$ cat src/rtl/cache_wr_ctrl.sv
// Write-port owner for the masked cache line RAM: stores, refill assembly, read-index mux.
// Optional CACHE_REFILL_ERR_EN adds beat_err/refill_err and suppresses erroneous refill writes.
module cache_wr_ctrl #(
    parameter int LINE_W  = 128,
    parameter int BEAT_W  = 64,
    parameter int INDEX_W = 6,
    localparam int NBEAT  = LINE_W / BEAT_W,
    localparam int WW     = (NBEAT > 1) ? $clog2(NBEAT) : 1
) (
    input  logic               clk,
    input  logic               rstn,
    input  logic [INDEX_W-1:0] rd_index,
    output logic               rd_stall,
    input  logic               store_valid,
    output logic               store_ready,
    input  logic [INDEX_W-1:0] store_index,
    input  logic [WW-1:0]      store_word,
    input  logic [BEAT_W/8-1:0] store_be,
    input  logic [BEAT_W-1:0]  store_data,
    input  logic               refill_start,
    output logic               refill_ready,
    input  logic [INDEX_W-1:0] refill_index,
    input  logic               beat_valid,
    input  logic [BEAT_W-1:0]  beat_data,
`ifdef CACHE_REFILL_ERR_EN
    input  logic               beat_err,
    output logic               refill_err,
`endif
    output logic               refill_done,
    output logic [INDEX_W-1:0] ram_entry_index,
    output logic               ram_wen,
    output logic [LINE_W-1:0]  ram_wmask,
    output logic [LINE_W-1:0]  ram_wdata
);

    typedef enum logic [1:0] {
        IDLE  = 2'd0,
        FILL  = 2'd1,
        WRITE = 2'd2,
        STORE = 2'd3
    } state_t;

    state_t               r_state;
    logic [WW-1:0]        r_cnt;
    logic [LINE_W-1:0]    r_line;
    logic [INDEX_W-1:0]   r_ridx;
    logic [INDEX_W-1:0]   r_sidx;
    logic [WW-1:0]        r_sword;
    logic [BEAT_W/8-1:0]  r_sbe;
    logic [BEAT_W-1:0]    r_sdata;
`ifdef CACHE_REFILL_ERR_EN
    logic                 r_err;
`endif

    logic                 w_wen;
    logic                 w_done;
    logic [INDEX_W-1:0]   w_idx;
    logic [LINE_W-1:0]    w_wmask;
    logic [LINE_W-1:0]    w_wdata;

    always_ff @(posedge clk or negedge rstn) begin
        if (!rstn) begin
            r_state <= IDLE;
            r_cnt   <= '0;
            r_line  <= '0;
            r_ridx  <= '0;
            r_sidx  <= '0;
            r_sword <= '0;
            r_sbe   <= '0;
            r_sdata <= '0;
`ifdef CACHE_REFILL_ERR_EN
            r_err   <= 1'b0;
`endif
        end else begin
            unique case (r_state)
                IDLE: begin
                    // refill has priority over a same-cycle store
                    if (refill_start) begin
                        r_ridx  <= refill_index;
                        r_cnt   <= '0;
                        r_state <= FILL;
`ifdef CACHE_REFILL_ERR_EN
                        r_err   <= 1'b0;
`endif
                    end else if (store_valid) begin
                        r_sidx  <= store_index;
                        r_sword <= store_word;
                        r_sbe   <= store_be;
                        r_sdata <= store_data;
                        r_state <= STORE;
                    end
                end
                FILL: begin
                    if (beat_valid) begin
                        r_line[int'(r_cnt)*BEAT_W +: BEAT_W] <= beat_data;
                        r_cnt <= r_cnt + 1'b1;
`ifdef CACHE_REFILL_ERR_EN
                        if (beat_err)
                            r_err <= 1'b1;
`endif
                        if (int'(r_cnt) == NBEAT - 1)
                            r_state <= WRITE;
                    end
                end
                WRITE:   r_state <= IDLE;
                STORE:   r_state <= IDLE;
                default: r_state <= IDLE;
            endcase
        end
    end

    always_comb begin
        w_wen   = 1'b0;
        w_done  = 1'b0;
        w_idx   = rd_index;
        w_wmask = '0;
        w_wdata = '0;
        unique case (r_state)
            WRITE: begin
                w_done  = 1'b1;
                w_wen   = 1'b1;
                w_idx   = r_ridx;
                w_wmask = '1;
                w_wdata = r_line;
`ifdef CACHE_REFILL_ERR_EN
                if (r_err) begin
                    w_wen   = 1'b0;
                    w_idx   = rd_index;
                    w_wmask = '0;
                    w_wdata = '0;
                end
`endif
            end
            STORE: begin
                w_wen   = 1'b1;
                w_idx   = r_sidx;
                w_wdata = {NBEAT{r_sdata}};
                for (int w = 0; w < NBEAT; w++) begin
                    for (int b = 0; b < BEAT_W/8; b++) begin
                        if (int'(r_sword) == w && r_sbe[b])
                            w_wmask[w*BEAT_W + 8*b +: 8] = 8'hFF;
                    end
                end
            end
            default: ;
        endcase
    end

    assign refill_ready    = rstn && (r_state == IDLE);
    assign store_ready     = refill_ready && !refill_start;
    assign refill_done     = w_done;
    assign ram_wen         = w_wen;
    assign rd_stall        = w_wen;
    assign ram_entry_index = w_idx;
    assign ram_wmask       = w_wmask;
    assign ram_wdata       = w_wdata;
`ifdef CACHE_REFILL_ERR_EN
    assign refill_err      = w_done && r_err;
`endif

endmodule

$ cat config.mk
export PLATFORM = sky130hd
export DESIGN_NAME = cache_wr_ctrl
export DESIGN_NICKNAME = d
export VERILOG_FILES = /design/src/rtl/cache_wr_ctrl.sv
export SDC_FILE = /design/constraint.sdc
export NUM_CORES = 1
export LEC_CHECK = 0
export ABC_AREA = 1
export CAP_MARGIN = 20
export CORE_UTILIZATION = 41
export CTS_CLUSTER_DIAMETER = 100
export CTS_CLUSTER_SIZE = 24
export DETAILED_ROUTE_END_ITERATION = 12
export PLACE_DENSITY = 0.89
export SLEW_MARGIN = 20
export SYNTH_ARGS = -nofsm -noshare
export SYNTH_HDL_FRONTEND = slang
export SYNTH_SLANG_ARGS = --single-unit
$ cat constraint.sdc
create_clock -name clk -period 2 [get_ports clk]
set_clock_uncertainty 0.1 [all_clocks]
set_input_delay 0.3 -clock clk [delete_from_list [all_inputs] [get_ports clk]]
set_output_delay 0.3 -clock clk [all_outputs]
set_load 0.01 [all_outputs]
==> results.sh <==
export IMPL_run_status="finished, violations left"
export IMPL_failed_checks="negative setup slack"
export IMPL_htreeDepth=1
export IMPL_finalWorstSetupSlack_ns=-0.448
export IMPL_synth_top_cell_by_area="sky130_fd_sc_hd__dfrtp_1"
export IMPL_netlist_area_sq_mm=0.0113
export IMPL_rsz0062_at_grt="yes"
export IMPL_dpl_instance_area_sq_mm=0.0153
export IMPL_synthesis_area_per_instance_sq_um=7.63
export IMPL_numClockSinks=216
export IMPL_boundaryPins=427
export IMPL_leading_cell_types_by_total_area_after_synthesis="sky130_fd_sc_hd__dfrtp_1 (48%), sky130_fd_sc_hd__nand2_1 (17%), sky130_fd_sc_hd__o21ai_0 (9.1%), sky130_fd_sc_hd__buf_4 (7.9%), sky130_fd_sc_hd__nand4_1 (7.1%)"
export IMPL_syn_num_nets=1635
export IMPL_cp_max_fo=20
export IMPL_drt_iter0_markers=1061
export IMPL_crit_path_end_kind="output port"
export IMPL_total_via_count_in_the_routed_design=11716
export IMPL_place_detailed_hpwl_mm=25.7
export IMPL_cts_buffers_inserted=13
export IMPL_worst_slew_pin_slew_ns=0.864
export IMPL_maxCapViolCount=0
export IMPL_total_buffers_and_inverters_traversed_by_the_critical_path=3
export IMPL_timing_critical_path_required_ns=1.60
export IMPL_timing_reg2reg_worst_path_depth=7
export IMPL_first_pass_iters=6
export IMPL_dieArea_sq_mm=0.0281
export IMPL_synth_simple_gate_area_share_pct=25.0
export IMPL_worstReg2RegEnd="r_line[113]$_DFFE_PN0P_"
export IMPL_hold_class="in2reg"
export IMPL_core_area_sq_mm=0.0270
export IMPL_worst_r2r_setup_slack_ns=0.09
export IMPL_synth_edff_count=0
export IMPL_ys_top_cells_by_count="sky130_fd_sc_hd__nand2_1 (502), sky130_fd_sc_hd__dfrtp_1 (216), sky130_fd_sc_hd__o21ai_0 (204), sky130_fd_sc_hd__inv_1 (159), sky130_fd_sc_hd__nand4_1 (128)"
export IMPL_clk_root_buffer_cell="sky130_fd_sc_hd__clkbuf_16"
export IMPL_achievable_frequency_mhz=409
export IMPL_floorplan_initialDensity_pct=41.8
export IMPL_synthCells=1475
export IMPL_whs_endpoint="r_line[125]$_DFFE_PN0P_"
export IMPL_grt_start_max_net_pins=128
export IMPL_synth_top_family_by_area="simple AND/OR/NAND/NOR gates"
export IMPL_setup_worst_path_start_class="flop"
export IMPL_synth_area_mux_share_pct=0
export IMPL_worstReg2RegStart="r_state[0]$_DFFE_PN0P_"
export IMPL_crit_path_cell_trace="buf_6, nand2_8, bufbuf_16, o21ai_0, dlygate4sd2_1"
export IMPL_compound_cell_area_share_of_the_yosys_netlist_pct=10.0
export IMPL_setup_crit_start="r_state[1]$_DFFE_PN0P_"
export IMPL_floorplan_die_height_um=168
export IMPL_worstPathArrival_ns=2.05
export IMPL_synth_top_cell_area_share_pct=48.0
export IMPL_instances_no_fill=2177
export IMPL_synthXorXnorAreaFrac_pct=0
export IMPL_track_usage_pct=26.7
export IMPL_route_final_wire_length_mm=41.2
export IMPL_static_leakage_power_uw=0.00889
export IMPL_ys_warnings_count=0
export IMPL_finalCritPeriodShare_pct=122
export IMPL_crit_path_top_delay_cell="sky130_fd_sc_hd__dfrtp_1"
export IMPL_time_the_worst_path_needs_with_i_o_delays_and_setup_ns=2.45
export IMPL_area_delta_synth_final_pct=50.8
export IMPL_layout_cell_area_non_filler_sq_mm=0.0170
export IMPL_die_x_um=168
export IMPL_grt_pass1_vias=11231
export IMPL_number_of_antenna_violations_at_the_first_check_in_global_routing=4
export IMPL_max_vdd_ir_drop_uv=711
export IMPL_finalWeightedCongestion=0.875
export IMPL_drt_antenna_violating_nets=0
export IMPL_clock_latency_on_the_worst_skew_pair_ns=0.47
export IMPL_finalSetupViolCount=267
export IMPL_synth_seq_area_share_pct=48.0
export IMPL_pwr_density_cell_mw_per_mm2=1660
export IMPL_num_rows=60
export IMPL_routedWlPerCell_um=18.9
export IMPL_cts_max_path_buffers=3
export IMPL_synthArstFlopShare_pct=100
export IMPL_drt_drc_violations_left=0
export IMPL_avgViaCountPerCell=5.38
export IMPL_hold_viol=0
export IMPL_yosys_area_share_adder_pct=0
export IMPL_critPathTopFamily="buffers and inverters"
export IMPL_dominantRegCellSynth="sky130_fd_sc_hd__dfrtp_1"
export IMPL_clk_pin_slew_worst_paths_ns=0.09
export IMPL_place_detailed_instances=2082
export IMPL_slew_headroom_pct=42.4
export IMPL_crit_type="reg2out"
export IMPL_synth_most_common_cell="sky130_fd_sc_hd__nand2_1"
export IMPL_post_synthesis_register_bit_count=216
export IMPL_clock_tree_from_tritoncts="done"
export IMPL_hold_path_depth=3
export IMPL_grt_pass1_wl_mm=59.4
export IMPL_final_number_of_max_transition_violations=0
export IMPL_critical_path_max_stage_delay_ns=0.38
export IMPL_io_buffer_count=426
export IMPL_count_of_distinct_cell_types_in_the_synthesized_netlist=17
export IMPL_nNetsFinal=1991
export IMPL_grt_overflow_total=0
export IMPL_startpoint_of_the_lowest_slack_hold_path="beat_valid"
export IMPL_drive_gt1_share_pct=27.8
## where the power goes
| group | leakage [uW] | switching (uW) | internal (uW) |
|---|---|---|---|
| sequential | 0.00270 | 1380 | 6380 |
| combinational | 0.00600 | 9260 | 8360 |
| clock | 0.000186 | 1490 | 1340 |
## routing by layer
layer	global-route usage, %	routed length, um	vias up
li1	-	-	5317
met1	29.8	14800	5606
met2	47.9	21300	674
met3	6.50	3410	119
met4	12.3	1700	0
met5	0	0	-
## sequential cells by signal (all words and copies together), names as in the netlist
name / flops
r_state: 2
r_sidx: 6
r_sword: 1
r_ridx: 6
r_sdata: 64
r_line: 128
r_sbe: 8
r_cnt: 1
## final cells by class
| cell class | instances | area (sq um) |
|---|---|---|
| antenna | 4 | 10.0 |
| multi-input combinational | 880 | 4510 |
| fill | 2106 | 9980 |
| clock inverter | 3 | 55.1 |
| clock buffer | 13 | 325 |
| sequential | 216 | 5410 |
| timing repair inverter | 1 | 7.51 |
| inverter | 161 | 612 |
| timing repair buffer | 558 | 5610 |
| tap | 341 | 427 |
## how the worst max path moves through the flow
stage	depth (start not counted)	to	slack [ns]
after global placement	5	ram_wdata[85]	-0.19
after detailed placement	5	ram_wdata[105]	-0.24
after CTS	8	ram_wmask[123]	-0.38
after global routing	5	ram_wdata[122]	-0.53
final	5	ram_wdata[124]	-0.45
after floorplan	5	ram_wmask[10]	-0.22
## worst reg2reg max path, delay by kind of cell (launching register included)
kind / cells / cell delay, ns
flip-flops: 1 / 0.42
AND/OR/NAND/NOR: 3 / 0.54
buffers and inverters: 4 / 0.78
## cell families after synthesis
| logic type | after synthesis |
|---|---|
| simple gates | 654 |
| buf+inv | 380 |
| compound gates | 225 |
| flops | 216 |
## cell usage in the layout (no fill, tap or decap), types with 4 or more instances in the layout
cell,synthesis,layout
sky130_fd_sc_hd__buf_12,0,16
sky130_fd_sc_hd__buf_16,0,5
sky130_fd_sc_hd__buf_2,35,98
sky130_fd_sc_hd__buf_4,118,54
sky130_fd_sc_hd__buf_6,0,156
sky130_fd_sc_hd__buf_8,0,8
sky130_fd_sc_hd__clkbuf_16,0,24
sky130_fd_sc_hd__clkbuf_2,0,7
sky130_fd_sc_hd__clkdlybuf4s15_2,0,19
sky130_fd_sc_hd__clkdlybuf4s50_1,0,159
sky130_fd_sc_hd__dfrtp_1,216,214
sky130_fd_sc_hd__diode_2,0,4
sky130_fd_sc_hd__dlygate4sd2_1,0,22
sky130_fd_sc_hd__inv_1,159,156
sky130_fd_sc_hd__nand2_1,502,459
sky130_fd_sc_hd__nand2_2,0,17
sky130_fd_sc_hd__nand2_4,0,26
sky130_fd_sc_hd__nand3_1,16,12
sky130_fd_sc_hd__nand4_1,128,128
sky130_fd_sc_hd__nor2_1,5,4
sky130_fd_sc_hd__o21ai_0,204,116
sky130_fd_sc_hd__o21ai_1,20,51
sky130_fd_sc_hd__o21ai_2,0,51
sky130_fd_sc_hd__o21ai_4,0,6
## per-stage QoR
step	setup WS [ns]	utilization (%)	power [uW]	hold slack, ns	setup TNS, ns
after floorplan	-0.220	-	15500	-0.0956	-12.33
after global placement	-0.186	56.7	21600	0.302	-16.70
after detailed placement	-0.244	56.7	22100	0.311	-20.77
after CTS	-0.378	58.2	24500	0.174	-79.02
after global routing	-0.530	63.0	29800	0.190	-103.81
final	-0.448	63.0	28200	0.202	-79.04
## what timing repair did
item,in CTS,in global routing
endpoints found under the hold margin,216,0
cloned,7,14
gates resized for setup,886,510
setup buffers,25,30
hold buffers,1,0
setup endpoints to repair,267,317
pin swaps,3,3
No activity file was read; power rests on OpenSTA's default activity.
